### src/rtl/uart_pkg.sv
// Shared UART types and constants.
// Used by the transmit and receive controllers.
package uart_pkg;

    typedef enum logic [2:0] {
        IDLE   = 3'd0,
        START  = 3'd1,
        DATA   = 3'd2,
        PARITY = 3'd3,
        STOP   = 3'd4
    } uart_state_e;

    localparam logic LINE_IDLE = 1'b1;
    localparam logic START_BIT = 1'b0;

    function automatic int frame_cycles(
        input int clks,
        input int dbits,
        input int par
    );
        return (2 + dbits + par) * clks;
    endfunction

    localparam int FRAME_CYCLES_DEFAULT = frame_cycles(16, 8, 0);

endpackage

### src/rtl/uart_bit_timer.sv
// Bit-period counter: counts 0..CLKS_PER_BIT-1 while enabled.
// Ticks on the last count and wraps; synchronous clear wins.
module uart_bit_timer #(
    parameter int CLKS_PER_BIT = 16,
    parameter int CNT_W        = 16
) (
    input  logic clk,
    input  logic rst_n,
    input  logic en,
    input  logic clr,
    output logic tick
);

    localparam logic [CNT_W-1:0] LAST = CNT_W'(CLKS_PER_BIT - 1);

    logic [CNT_W-1:0] cnt_q;
    logic [CNT_W-1:0] cnt_d;

    assign tick = en && !clr && (cnt_q == LAST);

    always_comb begin
        cnt_d = cnt_q;
        if (clr) begin
            cnt_d = '0;
        end else if (en) begin
            cnt_d = tick ? '0 : cnt_q + 1'b1;
        end
    end

    always_ff @(posedge clk or negedge rst_n) begin
        if (!rst_n) begin
            cnt_q <= '0;
        end else begin
            cnt_q <= cnt_d;
        end
    end

endmodule

### src/rtl/uart_tx_ctrl.sv
// UART transmit controller: start, LSB-first data, optional
// even parity, stop. All line and handshake outputs registered.
module uart_tx_ctrl
    import uart_pkg::*;
#(
    parameter int CLKS_PER_BIT = 16,
    parameter int DATA_BITS    = 8,
    parameter int PARITY_EN    = 0,
    parameter int CNT_W        = 16
) (
    input  logic                 clk,
    input  logic                 rst_n,
    input  logic                 tx_start,
    input  logic [DATA_BITS-1:0] tx_data,
    input  logic                 tx_abort,
    output logic                 tx_ready,
    output logic                 tx_busy,
    output logic                 tx_done,
    output logic                 tx
);

    localparam int IDX_W = 3;
    localparam logic [IDX_W-1:0] LAST_IDX = IDX_W'(DATA_BITS - 1);

    uart_state_e state_q;
    uart_state_e state_d;

    logic [DATA_BITS-1:0] shreg_q;
    logic [DATA_BITS-1:0] shreg_d;
    logic [IDX_W-1:0]     bit_idx_q;
    logic [IDX_W-1:0]     bit_idx_d;
    logic                 parity_q;
    logic                 parity_d;
    logic                 tx_q;
    logic                 tx_d;
    logic                 ready_q;
    logic                 ready_d;
    logic                 busy_q;
    logic                 busy_d;
    logic                 done_q;
    logic                 done_d;

    logic tick;
    logic timer_en;
    logic timer_clr;
    logic accept;
    logic in_frame;

    assign in_frame  = (state_q != IDLE);
    assign timer_en  = in_frame;
    assign timer_clr = in_frame && tx_abort;
    assign accept    = (state_q == IDLE) && tx_start
                       && ready_q && !tx_abort;

    uart_bit_timer #(
        .CLKS_PER_BIT (CLKS_PER_BIT),
        .CNT_W        (CNT_W)
    ) u_bit_timer (
        .clk   (clk),
        .rst_n (rst_n),
        .en    (timer_en),
        .clr   (timer_clr),
        .tick  (tick)
    );

    always_comb begin
        state_d   = state_q;
        shreg_d   = shreg_q;
        bit_idx_d = bit_idx_q;
        parity_d  = parity_q;
        tx_d      = tx_q;
        ready_d   = ready_q;
        busy_d    = busy_q;
        done_d    = 1'b0;

        if (in_frame && tx_abort) begin
            state_d   = IDLE;
            shreg_d   = '0;
            bit_idx_d = '0;
            tx_d      = LINE_IDLE;
            ready_d   = 1'b1;
            busy_d    = 1'b0;
        end else begin
            unique case (state_q)
                IDLE: begin
                    if (accept) begin
                        state_d   = START;
                        shreg_d   = tx_data;
                        parity_d  = ^tx_data;
                        bit_idx_d = '0;
                        tx_d      = START_BIT;
                        ready_d   = 1'b0;
                        busy_d    = 1'b1;
                    end
                end
                START: begin
                    // First data bit goes out as the start bit ends.
                    if (tick) begin
                        state_d   = DATA;
                        tx_d      = shreg_q[0];
                        shreg_d   = shreg_q >> 1;
                        bit_idx_d = '0;
                    end
                end
                DATA: begin
                    if (tick) begin
                        if (bit_idx_q == LAST_IDX) begin
                            if (PARITY_EN != 0) begin
                                state_d = PARITY;
                                tx_d    = parity_q;
                            end else begin
                                state_d = STOP;
                                tx_d    = LINE_IDLE;
                            end
                        end else begin
                            tx_d      = shreg_q[0];
                            shreg_d   = shreg_q >> 1;
                            bit_idx_d = bit_idx_q + 1'b1;
                        end
                    end
                end
                PARITY: begin
                    if (tick) begin
                        state_d = STOP;
                        tx_d    = LINE_IDLE;
                    end
                end
                STOP: begin
                    if (tick) begin
                        state_d   = IDLE;
                        tx_d      = LINE_IDLE;
                        bit_idx_d = '0;
                        ready_d   = 1'b1;
                        busy_d    = 1'b0;
                        done_d    = 1'b1;
                    end
                end
                default: begin
                    state_d = IDLE;
                    tx_d    = LINE_IDLE;
                    ready_d = 1'b1;
                    busy_d  = 1'b0;
                end
            endcase
        end
    end

    always_ff @(posedge clk or negedge rst_n) begin
        if (!rst_n) begin
            state_q   <= IDLE;
            shreg_q   <= '0;
            bit_idx_q <= '0;
            parity_q  <= 1'b0;
            tx_q      <= LINE_IDLE;
            ready_q   <= 1'b1;
            busy_q    <= 1'b0;
            done_q    <= 1'b0;
        end else begin
            state_q   <= state_d;
            shreg_q   <= shreg_d;
            bit_idx_q <= bit_idx_d;
            parity_q  <= parity_d;
            tx_q      <= tx_d;
            ready_q   <= ready_d;
            busy_q    <= busy_d;
            done_q    <= done_d;
        end
    end

    assign tx       = tx_q;
    assign tx_ready = ready_q;
    assign tx_busy  = busy_q;
    assign tx_done  = done_q;

endmodule

### config.mk
export PLATFORM = sky130hd
export DESIGN_NAME = uart_tx_ctrl
export DESIGN_NICKNAME = d
export VERILOG_FILES = /design/src/rtl/uart_pkg.sv /design/src/rtl/uart_bit_timer.sv /design/src/rtl/uart_tx_ctrl.sv
export SDC_FILE = /design/constraint.sdc
export NUM_CORES = 1
export LEC_CHECK = 0
export CAP_MARGIN = 5
export CORE_MARGIN = 2
export CORE_UTILIZATION = 51
export CTS_CLUSTER_SIZE = 16
export DETAILED_ROUTE_END_ITERATION = 10
export GPL_ROUTABILITY_DRIVEN = 0
export PLACE_DENSITY = 0.74
export SETUP_SLACK_MARGIN = 0.5
export SYNTH_ARGS = -nofsm -noshare
export SYNTH_HDL_FRONTEND = slang
export SYNTH_SLANG_ARGS = --single-unit
### constraint.sdc
create_clock -name clk -period 1.9 [get_ports clk]
set_clock_uncertainty 0.15 [all_clocks]
set_input_delay 0.19 -clock clk [delete_from_list [all_inputs] [get_ports clk]]
set_output_delay 0.19 -clock clk [all_outputs]
set_load 0.01 [all_outputs]
==> impl_metrics.yaml, run 1 <==
synth:
  synthTopCellsByCount: "dfrtp_1 (32), nand2_1 (17), nor2_1 (15), a21oi_1 (11), inv_1 (11)"
  synth_top_cell_by_area: "dfrtp_1"
  avgSynthCellArea_um2: 9.706
  synthTopCellsByArea: "dfrtp_1 (43%), mux2i_1 (4.8%), nand2_1 (3.4%), nor2_1 (3.0%), a21oi_1 (2.9%)"
  synth.most_common_cell: "dfrtp_1"
  yosysTopAreaCellShare_pct: 42.52
  synth_edf_count: 0
  ys_types: 51
  seq_area_frac_synth_pct: 45.32
  ys_seq_elements: 34
  synth_fp_nets: 209
  synthArstFlopShare_pct: 100.0
  ys.flop_type: "dfrtp_1"
  yosysWarningCount: 0
  syn_area_mm2: 0.001883
  synthCells: 194
run_status:
  status: "finished with violations"
  failed_checks: "negative setup slack"
power:
  p_per_area_mw_per_mm2: 1081
  ir_drop_uv: 736.5
  sequentialPowerShare_pct: 33.8
  power.internal_mw: 2.163
  power_frac_comb_pct: 40.7
  p_leak_nw: 1.282
  p_sw_mw: 1.136
  swShare_pct: 34.44
  p_clk_share_pct: 25.5
worst_setup_path:
  start_kind: "flop"
  critPathCaptureType: "flop"
  path_class: "flop to flop"
  critPathMaxFanout: 3
  cp.arrival_ps: 2130
  cp.required_ps: 1980
global_routing:
  grt_pass1_vias: 2077
  grt_pass1_wl_mm: 9.860
  antenna_found_initial: 0
  grt-ovfl-total: 0
  grt_max_degree: 35
  grtUsageTotal_pct: 31.39
routing:
  vias: 1973
  viasPerCell: 6.224
  drtAntennaViolNets: 0
  wl_per_cell_um: 21.14
  first_iter_violations: 150
  drc_errors: 0
  wirelength_mm: 6.702
  drt_first_pass_iters: 4
die:
  start_util_pct: 52.22
  die_height_um: 64.77
  std_cell_rows: 22
  core_mm2: 0.003606
  die_area_mm2: 0.004195
  ioPinCount: 16
  die_w_um: 64.77
timing:
  fmax_mhz: 488.8
  setup_slack_ps: -145.9
  finalHoldViolations: 0
  tightest_slew_ps: 448.5
  setup_viol: 24
  final-max-slew-violation-count: 0
  period_minus_slack_ps: 2046
  slew_headroom_pct: 70.10
  rsz0062_at_grt: "yes"
  min_period_over_period_pct: 107.7
finish:
  fin_util_pct: 84.63
  stdcell_count: 317
  antenna_cells: 0
  n_fill_cell: 172
  areaGrowthSynthToFinish_pct: 62.06
  drive_above_1_share_pct: 52.42
  nets: 283
clocking:
  root_buffer: "clkbuf_8"
  cts-buffers-inserted: 5
  clock_sinks: 34
  cts_max_path_buffers: 2
  cts-htree-levels: 2
  worstSkewPairLatency_ps: 300
  tritoncts: "done"
  ctsHoldBuffers: 0
  cts.clk_slew.worst_paths_ps: 80
worst_hold_path:
  min_path_type: "input port to async pin"
placement:
  dpl.cell_count: 280
  io_buffers: 15
  dpl.hpwl_mm: 3.234
run:
  maxCapViolCount: 0
==> worst max-delay path: stages (launching register included) <==
cell and delay, ps:
dfrtp_1 430, nor4_4 470, nand4_1 360, or3_1 430, a21oi_2 140
==> final cells by class <==
type	count	area (µm²)	area share (%)
well taps	48	60.06	1.968
clock inverters	2	60.06	1.968
clock buffers	6	82.58	2.706
flip-flops and latches	34	862.1	28.25
multi-input cells	142	1294	42.39
inverters	11	41.29	1.353
repair buffers	74	651.9	21.36
==> stage by stage <==
step                      hold WS, ps  TNS [ps]  power (mW)  cell area (µm²)  worst slack [ps]
final                           146.2     -2096       3.299             3052            -145.9
after global routing            192.3     -3010       3.424             3052            -160.6
after CTS                       160.9    -148.2       3.049             2885            -29.25
after detailed placement        364.1     -2113       1.901             2372            -185.2
after global placement          359.5    -817.4       1.854             2372            -84.37
after floorplan                -255.6         0       1.586             1989             12.98
==> registers in the layout, summed over array words and instances (netlist names) <==
signal,count
tx_done,1
bit_idx_q,3
tx_ready,1
tx_busy,1
shreg_q,8
u_bit_timer.cnt_q,16
state_q,3
tx,1
==> timing repair <==
action / CTS / global route
pin swaps: 27 / 17
resized for setup: 63 / 28
setup endpoints to repair: 38 / 36
buffers inserted: 18 / 9
gates cloned: 2 / 0
==> placed cells by master (no fill, tap or decap), types with 3 or more instances in the layout <==
master,Yosys,final
nor2_2,0,4
xnor2_1,3,3
a21oi_2,1,5
nand4_1,6,6
buf_4,1,40
nor2_1,15,10
buf_6,0,19
or4_4,1,3
a21oi_1,11,5
nand2_1,17,13
clkdlybuf4s50_1,0,11
o21ai_0,9,4
mux2i_1,9,8
nand3_1,6,3
nor4_1,4,4
nand2b_1,3,3
xor2_1,4,3
o22ai_2,0,5
or3_4,1,4
dfrtp_2,0,7
inv_1,11,11
o21ai_2,0,5
dfrtp_1,32,25
nor3_1,4,3
clkbuf_8,0,6
==> layer usage <==
layer  global-route usage, %  share of wire (%)  vias to the layer above
li1                        -                  -                      862
met1                   34.81                 37                      965
met2                   55.93                 52                      105
met3                   7.118                5.6                       41
met4                   15.96                5.6                        0
met5                       0                  0                        -
==> cells by family after synthesis <==
family,share of synthesized area [%]
AOI/OAI and AO/OA,15.48
xor gates and xnor gates,3.256
adders and majority gates,1.994
muxes,5.980
DFF,45.32
and+or+nand+nor,23.79
buffers and inverters,4.186
==> final timing paths <==
check,end,slack [ps],from,cells past startpoint
hold / removal,state_q[1]$_DFFE_PN0P_,150,rst_n,2
max in group asynchronous,u_bit_timer.cnt_q[2]$_DFFE_PN0N_,1100,rst_n,2
setup reg to reg,state_q[2]$_DFFE_PN0P_,-150,u_bit_timer.cnt_q[12]$_DFFE_PN0N_,4
min in group clk,shreg_q[7]$_DFFE_PN0P_,310,tx_data[7],3
hold reg to reg,tx_busy$_DFFE_PN0P_,400,tx_busy$_DFFE_PN0P_,2
setup / recovery,state_q[2]$_DFFE_PN0P_,-150,u_bit_timer.cnt_q[12]$_DFFE_PN0N_,4
==> power by group through the flow <==
stage                     clock network (mW)  registers (mW)  logic [mW]
final                                  0.843            1.11        1.34
after global routing                   0.874            1.13        1.42
after CTS                              0.844            1.08        1.12
after detailed placement                   0            1.10       0.805
after global placement                     0            1.09       0.768
after floorplan                            0            1.07       0.512
No activity file was read; power rests on OpenSTA's default activity.
==> run 2, diff against run 1 <==
- CORE_UTILIZATION: 51 -> 25
- PLACE_DENSITY: 0.74 -> unset
==> impl_metrics.yaml, run 2 (synthesis gave the netlist of run 1 again) <==
worst_setup_path:
  cp.required_ps: 1980
  path_cells: "buf_6 > nand4_1 > or4_4 > or4_1 > nand3_1"
  slowest_delay_ps: 550
  start_kind: "flop"
  cp_top_family: "simple AND/OR/NAND/NOR gates"
  critPathMaxFanout: 5
  cp.arrival_ps: 1990
  path_buf_inv: 1
  critPathCaptureType: "flop"
  crit_path_top_delay_cell: "or4_4"
  path_class: "flop to flop"
finish:
  final_common_cell: "buf_4"
  n_fill_cell: 736
  fin_util_pct: 38.97
  drive_above_1_share_pct: 41.80
  antenna_cells: 0
  nets: 270
  regArea_um2: 862.1
  largest_register_ffs: 16
  top_regs: "u_bit_timer.cnt_q: 16 flops, shreg_q: 8 flops"
  multi_input_area_mm2: 0.001167
  regMostFlops: "u_bit_timer.cnt_q"
  stdcell_count: 355
  layout_common_cells: "buf_4 (36), dfrtp_1 (25), nand2_1 (16)"
  areaGrowthSynthToFinish_pct: 50.90
global_routing:
  grt_pass1_vias: 1685
  grt_max_degree: 35
  grtUsageTotal_pct: 12.04
  grt_pass1_wl_mm: 8.017
  grt-ovfl-total: 0
  antenna_found_initial: 0
run:
  maxCapViolCount: 0
die:
  die_w_um: 90.79
  die_area_mm2: 0.008243
  die_height_um: 90.79
  start_util_pct: 25.82
  std_cell_rows: 31
  core_mm2: 0.007292
  ioPinCount: 16
clocking:
  ctsHoldBuffers: 0
  clock_sinks: 34
  cts-buffers-inserted: 5
  tritoncts: "done"
  cts.clk_slew.worst_paths_ps: 70
  cts-htree-levels: 2
  cts_max_path_buffers: 2
  worstSkewPairLatency_ps: 290
  root_buffer: "clkbuf_8"
routing:
  vias: 1691
  wl_per_cell_um: 13.77
  routed.top_layer: "met4"
  drt_first_pass_iters: 4
  met1_length_mm: 2.233
  route.met3.wl_um: 200
  viasPerCell: 4.763
  dr_wl_met2_mm: 2.419
  wirelength_mm: 4.888
  drtAntennaViolNets: 0
  drc_errors: 0
  first_iter_violations: 38
power:
  power_frac_comb_pct: 38.3
  p_sw_mw: 0.9143
  p_clk_share_pct: 21.0
  ir_drop_uv: 541.1
  p_leak_nw: 1.169
  power_mw: 2.690
  p_per_area_mw_per_mm2: 946.5
  sequentialPowerShare_pct: 40.7
  power.internal_mw: 1.775
  swShare_pct: 33.99
placement:
  io_buffers: 15
  dpl.cell_count: 336
  place_ws_ps: -78.95
  dpl.hpwl_mm: 3.313
timing:
  final-max-slew-violation-count: 0
  slew_headroom_pct: 74.31
  setup_viol: 1
  rsz0062_at_grt: "yes"
  hold_slack_ps: 125.2
  period_minus_slack_ps: 1917
  min_period_over_period_pct: 100.9
  fmax_mhz: 521.7
  tightest_slew_ps: 381.9
  setup_slack_ps: -16.90
  finalHoldViolations: 0
worst_hold_path:
  min_path_type: "input port to async pin"
run_status:
  failed_checks: "negative setup slack"
  status: "finished with violations"
run 2: cell types whose count changed in the layout (fill, tap and decap cells not counted), moves of 3 or more:
cell,previous run,this run
o21ai_1,1,4
buf_4,40,36
buf_6,19,10
nand2_1,13,16
o21ai_2,5,1
run 2: power groups by stage:
| stage | Clock (mW) | Sequential [mW] | Combinational [mW] |
|---|---|---|---|
| floorplan | 0 | 1.07 | 0.512 |
| global placement | 0 | 1.10 | 0.813 |
| detailed placement | 0 | 1.11 | 0.828 |
| CTS | 0.579 | 1.09 | 0.929 |
| global route | 0.612 | 1.12 | 1.13 |
| finish | 0.565 | 1.09 | 1.03 |
run 2: metal layers:
layer / vias up / global-route usage, %
li1: 834 / -
met1: 818 / 15.31
met2: 34 / 19.84
met3: 5 / 3.339
met4: 0 / 3.788
met5: - / 0
run 2: stage by stage:
step           instance area [µm²]  setup TNS, ps
2_1_floorplan                 1989              0
3_3_place_gp                  2499         -17.60
3_5_place_dp                  2499         -155.6
4_1_cts                       2720         -14.82
5_1_grt                       2841         -613.3
6_report                      2841         -16.90
run 2: what timing repair did:
item / 4_1_cts / 5_1_grt
gates resized for setup: 27 / 27
setup buffers: 9 / 2
setup endpoints to repair: 38 / 36
pin swaps: 11 / 11
cloned: 0 / 0
run 2: worst paths after layout:
| path | endpoint | from | slack (ps) | cells past startpoint |
|---|---|---|---|---|
| hold / removal | shreg_q[5]$_DFFE_PN0P_ | rst_n | 130 | 2 |
| hold reg to reg | shreg_q[7]$_DFFE_PN0P_ | shreg_q[7]$_DFFE_PN0P_ | 380 | 2 |
| setup / recovery | u_bit_timer.cnt_q[14]$_DFFE_PN0N_ | u_bit_timer.cnt_q[11]$_DFFE_PN0N_ | -20 | 5 |
| min in group clk | shreg_q[7]$_DFFE_PN0P_ | tx_data[7] | 300 | 3 |
| max in group asynchronous | tx_ready$_DFFE_PN1P_ | rst_n | 1230 | 2 |
| setup reg to reg | u_bit_timer.cnt_q[14]$_DFFE_PN0N_ | u_bit_timer.cnt_q[11]$_DFFE_PN0N_ | -20 | 5 |
run 2: cell type report:
type                            count  area share, %
Multi-Input combinational cell    141          41.08
Sequential cell                    34          30.34
Timing Repair Buffer               62          19.55
Tap cell                           99          4.359
Clock buffer                        7          3.038
Inverter                           11          1.453
Clock inverter                      1         0.1761
